===== config.mk =====
export PLATFORM = sky130hd
export DESIGN_NAME = fifo_array_reader
export DESIGN_NICKNAME = d
export VERILOG_FILES = /design/src/rtl/fifo_array_reader.sv
export SDC_FILE = /design/constraint.sdc
export NUM_CORES = 1
export LEC_CHECK = 0
export ABC_AREA = 1
export CAP_MARGIN = 0
export CORE_UTILIZATION = 53
export CTS_CLUSTER_SIZE = 16
export DETAILED_ROUTE_END_ITERATION = 12
export PLACE_DENSITY = 0.82
export SYNTH_ARGS = -nofsm -noshare
export SYNTH_HDL_FRONTEND = slang
export SYNTH_SLANG_ARGS = --single-unit

===== constraint.sdc =====
create_clock -name clock -period 11.7 [get_ports clock]
set_input_delay 2.34 -clock clock [delete_from_list [all_inputs] [get_ports clock]]
set_output_delay 2.34 -clock clock [all_outputs]
set_load 0.02 [all_outputs]

===== src/rtl/fifo_array_reader.sv =====
// fifo_array_reader
//
// Drain-side adapter for a multi-lane FIFO array whose lanes share one read
// enable and one OR'd empty flag. Read enables are issued against a small
// credit-based prefetch buffer. Each lane vector is captured one cycle after
// its read and presented on a valid/ready stream. in_rd_en never depends
// combinationally on out_ready.
//
// Parameters:
//   FIFO_DATA_WIDTH  width of each lane
//   ARRAY_SIZE       number of lanes
//   SKID_DEPTH       prefetch buffer entries (3 or more; 3 sustains 1 beat/cycle)
//   BEAT_CNT_WIDTH   width of the delivered-beat counter
//
// Ports:
//   clock      in   rising-edge clock
//   reset      in   asynchronous active-low reset
//   in_dout    in   lane vector from the array, valid the cycle after a read
//   in_empty   in   OR of the lane empty flags
//   in_rd_en   out  read enable to all lanes
//   out_data   out  head vector (don't-care while out_valid is low)
//   out_valid  out  head vector present
//   out_ready  in   downstream accepts the head
//   occupancy  out  number of buffered vectors
//   beat_cnt   out  vectors delivered since reset, wraps

module fifo_array_reader #(
  parameter int unsigned FIFO_DATA_WIDTH = 32,
  parameter int unsigned ARRAY_SIZE      = 4,
  parameter int unsigned SKID_DEPTH      = 3,
  parameter int unsigned BEAT_CNT_WIDTH  = 16,
  localparam int unsigned OCC_WIDTH      = $clog2(SKID_DEPTH + 1),
  localparam int unsigned PTR_WIDTH      = $clog2(SKID_DEPTH)
) (
  input  logic                                            clock,
  input  logic                                            reset,
  input  logic [ARRAY_SIZE-1:0][FIFO_DATA_WIDTH-1:0]      in_dout,
  input  logic                                            in_empty,
  output logic                                            in_rd_en,
  output logic [ARRAY_SIZE-1:0][FIFO_DATA_WIDTH-1:0]      out_data,
  output logic                                            out_valid,
  input  logic                                            out_ready,
  output logic [OCC_WIDTH-1:0]                            occupancy,
  output logic [BEAT_CNT_WIDTH-1:0]                       beat_cnt
);

  localparam int unsigned SUM_WIDTH = OCC_WIDTH + 1;

  typedef logic [ARRAY_SIZE-1:0][FIFO_DATA_WIDTH-1:0] vec_t;

  // Prefetch storage. Contents are never reset; occupancy qualifies them.
  vec_t                      mem_q [SKID_DEPTH];

  logic [PTR_WIDTH-1:0]      wr_ptr_q, wr_ptr_d;
  logic [PTR_WIDTH-1:0]      rd_ptr_q, rd_ptr_d;
  logic [OCC_WIDTH-1:0]      occ_q, occ_d;
  logic                      inflight_q, inflight_d;
  logic [BEAT_CNT_WIDTH-1:0] beat_cnt_q, beat_cnt_d;

  logic                      capture;
  logic                      pop;
  logic                      rd_issue;
  logic [SUM_WIDTH-1:0]      committed;

  function automatic logic [PTR_WIDTH-1:0] ptr_inc(input logic [PTR_WIDTH-1:0] ptr);
    if (ptr == PTR_WIDTH'(SKID_DEPTH - 1)) begin
      return '0;
    end
    return ptr + 1'b1;
  endfunction

  // Entries already stored plus the one whose data arrives next edge. A read
  // is only issued while this leaves room, so the buffer can never overflow
  // regardless of what out_ready does.
  assign committed = {1'b0, occ_q} + SUM_WIDTH'(inflight_q);
  assign rd_issue  = !in_empty && (committed < SUM_WIDTH'(SKID_DEPTH));

  // Reset gates the port directly so the read enable drops without a clock
  // edge; the inflight flop is held by its own asynchronous reset.
  assign in_rd_en  = reset && rd_issue;

  assign capture   = inflight_q;
  assign out_valid = (occ_q != '0);
  assign pop       = out_valid && out_ready;
  assign out_data  = mem_q[rd_ptr_q];
  assign occupancy = occ_q;
  assign beat_cnt  = beat_cnt_q;

  always_comb begin
    inflight_d = rd_issue;
    wr_ptr_d   = wr_ptr_q;
    rd_ptr_d   = rd_ptr_q;
    occ_d      = occ_q;
    beat_cnt_d = beat_cnt_q;

    if (capture) begin
      wr_ptr_d = ptr_inc(wr_ptr_q);
    end

    if (pop) begin
      rd_ptr_d   = ptr_inc(rd_ptr_q);
      beat_cnt_d = beat_cnt_q + 1'b1;
    end

    unique case ({capture, pop})
      2'b10:   occ_d = occ_q + 1'b1;
      2'b01:   occ_d = occ_q - 1'b1;
      default: occ_d = occ_q;
    endcase
  end

  always_ff @(posedge clock or negedge reset) begin
    if (!reset) begin
      wr_ptr_q   <= '0;
      rd_ptr_q   <= '0;
      occ_q      <= '0;
      inflight_q <= 1'b0;
      beat_cnt_q <= '0;
    end else begin
      wr_ptr_q   <= wr_ptr_d;
      rd_ptr_q   <= rd_ptr_d;
      occ_q      <= occ_d;
      inflight_q <= inflight_d;
      beat_cnt_q <= beat_cnt_d;
    end
  end

  always_ff @(posedge clock) begin
    if (capture) begin
      mem_q[wr_ptr_q] <= in_dout;
    end
  end

endmodule


After elaboration in Yosys (flattened, before gate mapping):

Memories as Yosys holds them, arrays and structs flattened.
Index checks and enable logic that the tools add are counted.

* register bits: 23
* bits of input ports: 132
* memories: 1
* RAM bits: 384
* output and inout bits: 148
* logic and storage cells: 34

* equality and inequality tests: 4
* reduce and logical (&&, ||, !) cells: 6
* $lt $le $gt $ge: 1
* mux-type cells: 11
* add/subtract/negate cells: 6

Memories
* mem_q: words 3, width 128, rd ports 1, clocked after memory_dff 0, wr ports 1, RTL line 52 `vec_t mem_q [SKID_DEPTH];`

Operator list (count)
* 16-bit by 1-bit adder with 16-bit output (second input constant): 1
* 2-bit 2-to-1 mux: 4
* 2-bit by 1-bit adder with 2-bit output (second input constant): 3
* 2-bit equality test (second input constant): 3
* 1-bit 2-to-1 mux: 6
* 2-bit one-hot mux with 2 select lines: 1
* 2-bit nonzero test: 2
* 2-bit by 1-bit adder with 3-bit output: 1
* 1-bit logical AND: 3
* 3-bit by 2-bit less-than comparator with 1-bit output (second input constant): 1
* 2-bit by 1-bit equality test with 1-bit output (second input constant): 1
* 2-bit by 1-bit subtractor with 2-bit output (second input constant): 1
* 1-bit zero test: 1

Logic depth before layout (Yosys ltp):

Gate-level depths: netlist of the first run.

* word-level depth: 4
* depth in mapped cells: 8
* mapped depth without buffers: 8

Least setup slack after synthesis of the first run:

OpenSTA, ideal clock, no wires.

* path kind: reg-to-reg
* from: reg inflight_q (netlist: capture)
* to: reg wr_ptr_q[0]
* arrival: 9.846 ns
* path buffers: 0
* required time: 11.568 ns
* clock period less this slack: 9.978 ns
* setup time: 0.132 ns
* cell stages (with the launch flop): 4
* path slack: 1.722 ns
* cells stage by stage: dfrtp_1 inv_1 nor3_1 o21bai_1

RTL lines
* start, declared: RTL line 57 `logic inflight_q, inflight_d;`
* start signal, assigned: RTL line 123 `inflight_q <= inflight_d;`
* end signal, assigned: RTL line 120 `wr_ptr_q <= wr_ptr_d;`
* end, declared: RTL line 54 `logic [PTR_WIDTH-1:0] wr_ptr_q, wr_ptr_d;`

==> results of run 1 <==
## through the flow
stage / hold slack [ns] / power (mW) / instance area [µm²]
after floorplan: 0.464 / 3.60 / 16100
after global placement: 0.503 / 4.49 / 19200
after detailed placement: 0.512 / 4.53 / 19200
after CTS: 0.522 / 5.80 / 20500
after global routing: 0.539 / 6.00 / 20500
final: 0.528 / 5.74 / 20500
## state kept, by name, summed over array words and instances, names as in the netlist
register and flops:
mem_q 384, beat_cnt 16, occupancy 2, rd_ptr_q 2, wr_ptr_q 2, capture 1
## layer usage
metal / vias to the layer above / routed length, µm / GRT usage [%]
met5: - / 13 / 0
met2: 340 / 17100 / 36.7
met4: 2 / 864 / 5.96
met1: 4819 / 13500 / 28.5
met3: 63 / 2720 / 5.28
li1: 4484 / - / -
## synth_stat cells (all sizes together)
cell type	number	share of area, %
ha	4	0.31
nor2	20	0.50
a21oi	1	0.031
nand3b	4	0.19
nand4	2	0.078
o21ai	3	0.093
edfxtp	384	72
inv	147	3.4
or2	1	0.054
nor3	4	0.12
o21bai	2	0.093
xor2	6	0.33
nand3	132	4.1
dfrtp	23	3.6
buf	30	1.4
xnor2	5	0.27
clkbuf	28	0.65
nand2	168	3.9
o211ai	128	9.4
## power groups by stage
stage	clock network, mW	registers [mW]	logic (mW)
after floorplan	0	2.16	1.44
after global placement	0	2.12	2.37
after detailed placement	0	2.13	2.40
after CTS	1.28	2.11	2.41
after global routing	1.34	2.14	2.52
final	1.26	2.11	2.37
## cell usage in the layout, fill, tap and decap left out, types with 3 or more instances in the layout
cell | netlist | final
sky130_fd_sc_hd__xnor2_1 | 5 | 5
sky130_fd_sc_hd__ha_1 | 4 | 4
sky130_fd_sc_hd__bufinv_16 | 0 | 3
sky130_fd_sc_hd__xor2_1 | 6 | 6
sky130_fd_sc_hd__nand3_1 | 132 | 132
sky130_fd_sc_hd__nand3b_1 | 4 | 4
sky130_fd_sc_hd__clkinv_1 | 0 | 12
sky130_fd_sc_hd__clkdlybuf4s50_1 | 0 | 279
sky130_fd_sc_hd__o21ai_0 | 3 | 3
sky130_fd_sc_hd__inv_1 | 147 | 146
sky130_fd_sc_hd__buf_4 | 1 | 12
sky130_fd_sc_hd__dfrtp_1 | 23 | 21
sky130_fd_sc_hd__clkinv_2 | 0 | 5
sky130_fd_sc_hd__nor3_2 | 0 | 3
sky130_fd_sc_hd__o211ai_1 | 18 | 18
sky130_fd_sc_hd__clkbuf_16 | 0 | 43
sky130_fd_sc_hd__edfxtp_1 | 384 | 384
sky130_fd_sc_hd__clkbuf_1 | 28 | 10
sky130_fd_sc_hd__nor2_1 | 18 | 18
sky130_fd_sc_hd__o211ai_2 | 110 | 110
sky130_fd_sc_hd__nand2_1 | 168 | 168
## cells by family after synthesis
logic type      share of synthesized area (%)
buf+inv                                  5.46
flops                                    75.1
fa+ha+maj                               0.310
simple gates                             8.95
compound gates                           9.59
xor+xnor                                0.598
## final cells by class
cell class | instances | area share [%]
tap | 390 | 2.38
timing repair buffer | 291 | 14.1
sequential | 407 | 59.1
inverter | 147 | 2.70
clock inverter | 21 | 0.824
multi-input combinational | 480 | 15.4
antenna | 1 | 0.0122
clock buffer | 55 | 5.57
## worst max path at each step
stage,endpoint,slack [ns],cells past startpoint
after floorplan,wr_ptr_q[0]$_DFFE_PN0P_,1.72,3
after global placement,in_rd_en,4.94,4
after detailed placement,in_rd_en,4.98,4
after CTS,out_data[3],4.80,5
after global routing,out_data[3],4.66,5
final,out_data[3],4.87,5
==> impl_metrics.env, run 1 <==
export IMPL_rsz0062_at_grt="no"
export IMPL_hold_path_end="beat_cnt[4]$_DFFE_PN0P_"
export IMPL_htreeDepth=2
export IMPL_critPathKind="flip-flop to primary output"
export IMPL_p_comb_share_pct=41.4
export IMPL_timing_rr_end="rd_ptr_q[0]$_DFFE_PN0P_"
export IMPL_detailedPlacementHpwl_um=20300
export IMPL_final_max_slew_viol_count=0
export IMPL_grt_pass1_vias=9586
export IMPL_grt_antenna_before_repair=2
export IMPL_syn_area_per_cell_um2=14.8
export IMPL_core_um2=29800
export IMPL_detail_route_antenna_nets=0
export IMPL_die_height_um=176
export IMPL_timing_critical_path_from_type="flip-flop"
export IMPL_netlist_area_pre_place_um2=16100
export IMPL_clock_path_buffers=3
export IMPL_critical_path_arrival_ns=4.49
export IMPL_route_detailed_vias_per_inst=5.42
export IMPL_hold_buffers=0
export IMPL_crit_path_end_kind="primary output"
export IMPL_cts_buffers=41
export IMPL_total_routing_usage_reported_by_global_routing_pct=21.9
export IMPL_timing_hold_violations_final=0
export IMPL_critPathBufInv=3
export IMPL_multiInputGateArea_um2=3150
export IMPL_post_route_period_util_pct=58.4
export IMPL_timing_fmax_mhz=146
export IMPL_min_path_type="flip-flop to flip-flop"
export IMPL_synthDistinctLibCells=24
export IMPL_synthToLayoutAreaGrowth_pct=27.2
export IMPL_minimum_clock_period_ns=6.83
export IMPL_relSlewSlack_pct=28.0
export IMPL_fp_dieArea_um2=31100
export IMPL_cts_sink_count=407
export IMPL_drt_first_pass_iters=5
export IMPL_p_switching_mw=2.10
export IMPL_place_detailed_instances=1715
export IMPL_yosysSeqAreaShare_pct=75.1
export IMPL_post_cts_resized_instances=0
export IMPL_peakVddDrop_uv=191
export IMPL_sequential_cell_fraction_of_total_power_pct=36.7
export IMPL_placement_setup_worst_slack_ns=4.98
export IMPL_n_fill_cell=1955
export IMPL_final_layout_size_suffix_gt1_share_pct=13.2
export IMPL_worst_path_slowest_cell="sky130_fd_sc_hd__buf_4"
export IMPL_port_buffers=279
export IMPL_die_x_um=176
export IMPL_worst_slew_pin_slew_ns=1.08
export IMPL_crit_path_max_incr_delay_ns=0.85
export IMPL_grt_first_pass_wirelength_um=52200
export IMPL_number_of_standard_cell_rows_in_the_floorplan=63
export IMPL_routability_driven_placement_congestion_ratio=0.770
export IMPL_post_cts_setup_buffer_count=0
export IMPL_synthesis_nets=1228
export IMPL_critical_path_top_delay_family="buffers and inverters"
export IMPL_static_leakage_nw=7.55
export IMPL_ctsRootBufferMaster="sky130_fd_sc_hd__clkbuf_16"
export IMPL_critPathRequiredTime_ns=9.36
export IMPL_worstRegToRegCells=4
export IMPL_power_per_cell_area_nw_per_um2=280
export IMPL_finalCoreUtilization_pct=68.8
export IMPL_synth_cells=1092
export IMPL_layout_area_seq_um2=12100
export IMPL_wire_per_inst_um=19.1
export IMPL_final_critical_path_setup_slack_ns=4.87
export IMPL_hold_path_startpoint="beat_cnt[4]$_DFFE_PN0P_"
export IMPL_maxCapViolCount=0
export IMPL_clock_power_share_pct=21.9
export IMPL_grt_start_max_net_pins=80
export IMPL_net_switching_share_of_the_total_power_pct=36.5
export IMPL_gr_total_overflow=0
export IMPL_hold_path_cell_count=1
export IMPL_yosys_register_bits=407
export IMPL_routed_via_count=9708
export IMPL_final_cells=1792
export IMPL_cpMostUsedCell="sky130_fd_sc_hd__buf_4"
export IMPL_cts_tree="done"
export IMPL_worst_path_max_fanout=79
export IMPL_critical_path_reg2reg_startpoint="rd_ptr_q[1]$_DFFE_PN0P_"
export IMPL_clk_transition_reported_paths_ns=0.06
export IMPL_initial_utilization_pct=54.1
export IMPL_wirelength_um=34200
export IMPL_internal_power_mw=3.64
export IMPL_yosys_warnings=0
export IMPL_final_setup_tns_ns=0
export IMPL_skew_pair_late_insertion_delay_ns=0.53
export IMPL_1st_iter_drt_viols=744
export IMPL_drc=0
export IMPL_ioPinCount=280
export IMPL_crit_chain="buf_4, or2_4, buf_4, o211ai_1, clkdlybuf4s50_1"
export IMPL_run_status="complete, no violations"
export IMPL_critical_path_origin="rd_ptr_q[1]$_DFFE_PN0P_"
export IMPL_total_of_endpoints_with_negative_setup_slack_in_the_final_report=0
export IMPL_ff2ff_setup_slack_ns=8.19
export IMPL_clock_skew_ns=0.0121
export IMPL_num_nets_final=1504
(Power assumes the default switching activity.)
==> run 2: changes to the inputs <==
--- a/config.mk
+++ b/config.mk
@@ -7,10 +7,10 @@
 export LEC_CHECK = 0
 export ABC_AREA = 1
 export CAP_MARGIN = 0
-export CORE_UTILIZATION = 53
+export CORE_UTILIZATION = 48
 export CTS_CLUSTER_SIZE = 16
 export DETAILED_ROUTE_END_ITERATION = 12
-export PLACE_DENSITY = 0.82
+export PLACE_DENSITY = 0.78
 export SYNTH_ARGS = -nofsm -noshare
 export SYNTH_HDL_FRONTEND = slang
 export SYNTH_SLANG_ARGS = --single-unit
==> constraint.sdc (replaced) <==
create_clock -name clock -period 6.2 [get_ports clock]
set_input_delay 1.24 -clock clock [delete_from_list [all_inputs] [get_ports clock]]
set_output_delay 1.24 -clock clock [all_outputs]
set_load 0.02 [all_outputs]
==> impl_metrics.env, run 2 (same netlist as run 1, synthesis figures left out) <==
export IMPL_run_status="complete, no violations"
export IMPL_port_buffers=279
export IMPL_cts_tree="done"
export IMPL_die_x_um=185
export IMPL_post_cts_resized_instances=0
export IMPL_route_detailed_vias_per_inst=5.22
export IMPL_placedInstanceArea_um2=19300
export IMPL_drc=0
export IMPL_critPathKind="flip-flop to primary output"
export IMPL_worst_path_max_fanout=55
export IMPL_largest_register="mem_q"
export IMPL_timing_critical_path_from_type="flip-flop"
export IMPL_final_cells=1848
export IMPL_grt_first_pass_wirelength_um=53700
export IMPL_grt_pass1_vias=10200
export IMPL_clk_transition_reported_paths_ns=0.06
export IMPL_critical_path_arrival_ns=3.43
export IMPL_static_leakage_nw=7.61
export IMPL_ctsRootBufferMaster="sky130_fd_sc_hd__clkbuf_16"
export IMPL_total_of_endpoints_with_negative_setup_slack_in_the_final_report=0
export IMPL_post_cts_setup_buffer_count=0
export IMPL_global_route_peak_usage_layer="met2"
export IMPL_grt_start_max_net_pins=76
export IMPL_use_met3_pct=6.17
export IMPL_cts_buffers=42
export IMPL_die_height_um=185
export IMPL_final_common_cell="sky130_fd_sc_hd__edfxtp_1"
export IMPL_worst_slew_pin_slew_ns=1.15
export IMPL_minimum_clock_period_ns=4.67
export IMPL_power_per_cell_area_nw_per_um2=530
export IMPL_timing_hold_violations_final=0
export IMPL_max_ffs_per_register=384
export IMPL_initial_utilization_pct=49.2
export IMPL_detailedPlacementHpwl_um=20800
export IMPL_clock_path_buffers=3
export IMPL_wirelength_um=35300
export IMPL_final_max_slew_viol_count=0
export IMPL_clock_skew_ns=0.0221
export IMPL_ioPinCount=280
export IMPL_number_of_standard_cell_rows_in_the_floorplan=66
export IMPL_place_detailed_instances=1772
export IMPL_critPathRequiredTime_ns=4.96
export IMPL_post_route_period_util_pct=75.4
export IMPL_layout_common_cells="384 x sky130_fd_sc_hd__edfxtp_1, 279 x sky130_fd_sc_hd__clkdlybuf4s50_1, 168 x sky130_fd_sc_hd__nand2_1"
export IMPL_p_comb_share_pct=41.8
export IMPL_timing_fmax_mhz=214
export IMPL_drt_first_pass_iters=4
export IMPL_min_path_type="flip-flop to flip-flop"
export IMPL_clock_power_share_pct=22.1
export IMPL_gr_total_overflow=0
export IMPL_htreeDepth=2
export IMPL_hold_buffers=0
export IMPL_p_switching_mw=4.03
export IMPL_internal_power_mw=6.92
export IMPL_final_layout_size_suffix_gt1_share_pct=14.2
export IMPL_wire_per_inst_um=19.1
export IMPL_grt_antenna_before_repair=3
export IMPL_layout_cell_area_non_filler_um2=20700
export IMPL_num_nets_final=1510
export IMPL_routability_driven_placement_congestion_ratio=0.776
export IMPL_peakVddDrop_uv=303
export IMPL_cts_sink_count=407
export IMPL_crit_path_end_kind="primary output"
export IMPL_rsz0062_at_grt="no"
export IMPL_routed_via_count=9644
export IMPL_groute_layer_met2_usage_pct=34.8
export IMPL_fp_dieArea_um2=34300
export IMPL_core_um2=32800
export IMPL_detail_route_antenna_nets=0
export IMPL_relSlewSlack_pct=23.2
export IMPL_skew_pair_late_insertion_delay_ns=0.53
export IMPL_1st_iter_drt_viols=518
export IMPL_maxCapViolCount=0
export IMPL_total_routing_usage_reported_by_global_routing_pct=20.5
export IMPL_grt_util_met1_pct=24.7
export IMPL_net_switching_share_of_the_total_power_pct=36.8
export IMPL_synthToLayoutAreaGrowth_pct=28.3
export IMPL_sequential_cell_fraction_of_total_power_pct=36.1
-- run 2: power by group through the flow --
stage / logic [mW] / registers (mW) / clock network [mW]
floorplan: 2.72 / 4.07 / 0
global placement: 4.57 / 3.98 / 0
detailed placement: 4.62 / 4.01 / 0
CTS: 4.66 / 3.96 / 2.47
global route: 4.88 / 4.01 / 2.58
finish: 4.58 / 3.95 / 2.42
-- run 2: critical path, stage by stage (launching register included) --
cell	delay [ns]
sky130_fd_sc_hd__dfrtp_4	0.86
sky130_fd_sc_hd__or2_4	0.91
sky130_fd_sc_hd__buf_4	0.43
sky130_fd_sc_hd__o211ai_2	0.10
sky130_fd_sc_hd__clkdlybuf4s50_1	0.59
-- run 2: worst paths after layout --
check,start,endpoint,slack [ns],depth (start not counted)
max in group asynchronous,reset,rd_ptr_q[1]$_DFFE_PN0P_,4.83,2
worst max register to register,capture$_DFF_PN0_,mem_q[2][102]$_DFFE_PP_,3.96,4
min in group asynchronous,reset,beat_cnt[7]$_DFFE_PN0P_,1.07,2
worst min-delay path,capture$_DFF_PN0_,wr_ptr_q[1]$_DFFE_PN0P_,0.52,1
worst max-delay path,rd_ptr_q[0]$_DFFE_PN0P_,out_data[59],1.53,4
worst min register to register,capture$_DFF_PN0_,wr_ptr_q[1]$_DFFE_PN0P_,0.52,1
-- run 2: area by class of cell --
cell class / count / area (µm²)
Sequential cell: 407 / 12100
Fill cell: 2392 / 12100
Multi-Input combinational cell: 480 / 3150
Timing Repair Buffer: 296 / 2950
Clock buffer: 56 / 1260
Inverter: 147 / 554
Tap cell: 442 / 553
Clock inverter: 19 / 96.3
Antenna cell: 1 / 2.50
-- run 2: per-stage QoR --
step	TNS (ns)	util, %	hold slack (ns)	setup WS [ns]	total power [mW]
after global routing	0	63.1	0.544	1.34	11.5
after detailed placement	0	58.9	0.506	2.02	8.63
after floorplan	-1420.54	-	0.464	-3.78	6.79
final	0	63.1	0.521	1.53	11.0
after global placement	0	58.9	0.472	2.02	8.55
after CTS	0	63.1	0.515	1.44	11.1
-- run 2: layer usage --
layer | vias to the layer above | share of wire (%)
met5 | - | 0.085
met4 | 4 | 2.9
met3 | 64 | 8.8
met2 | 335 | 49
met1 | 4759 | 39
li1 | 4482 | -
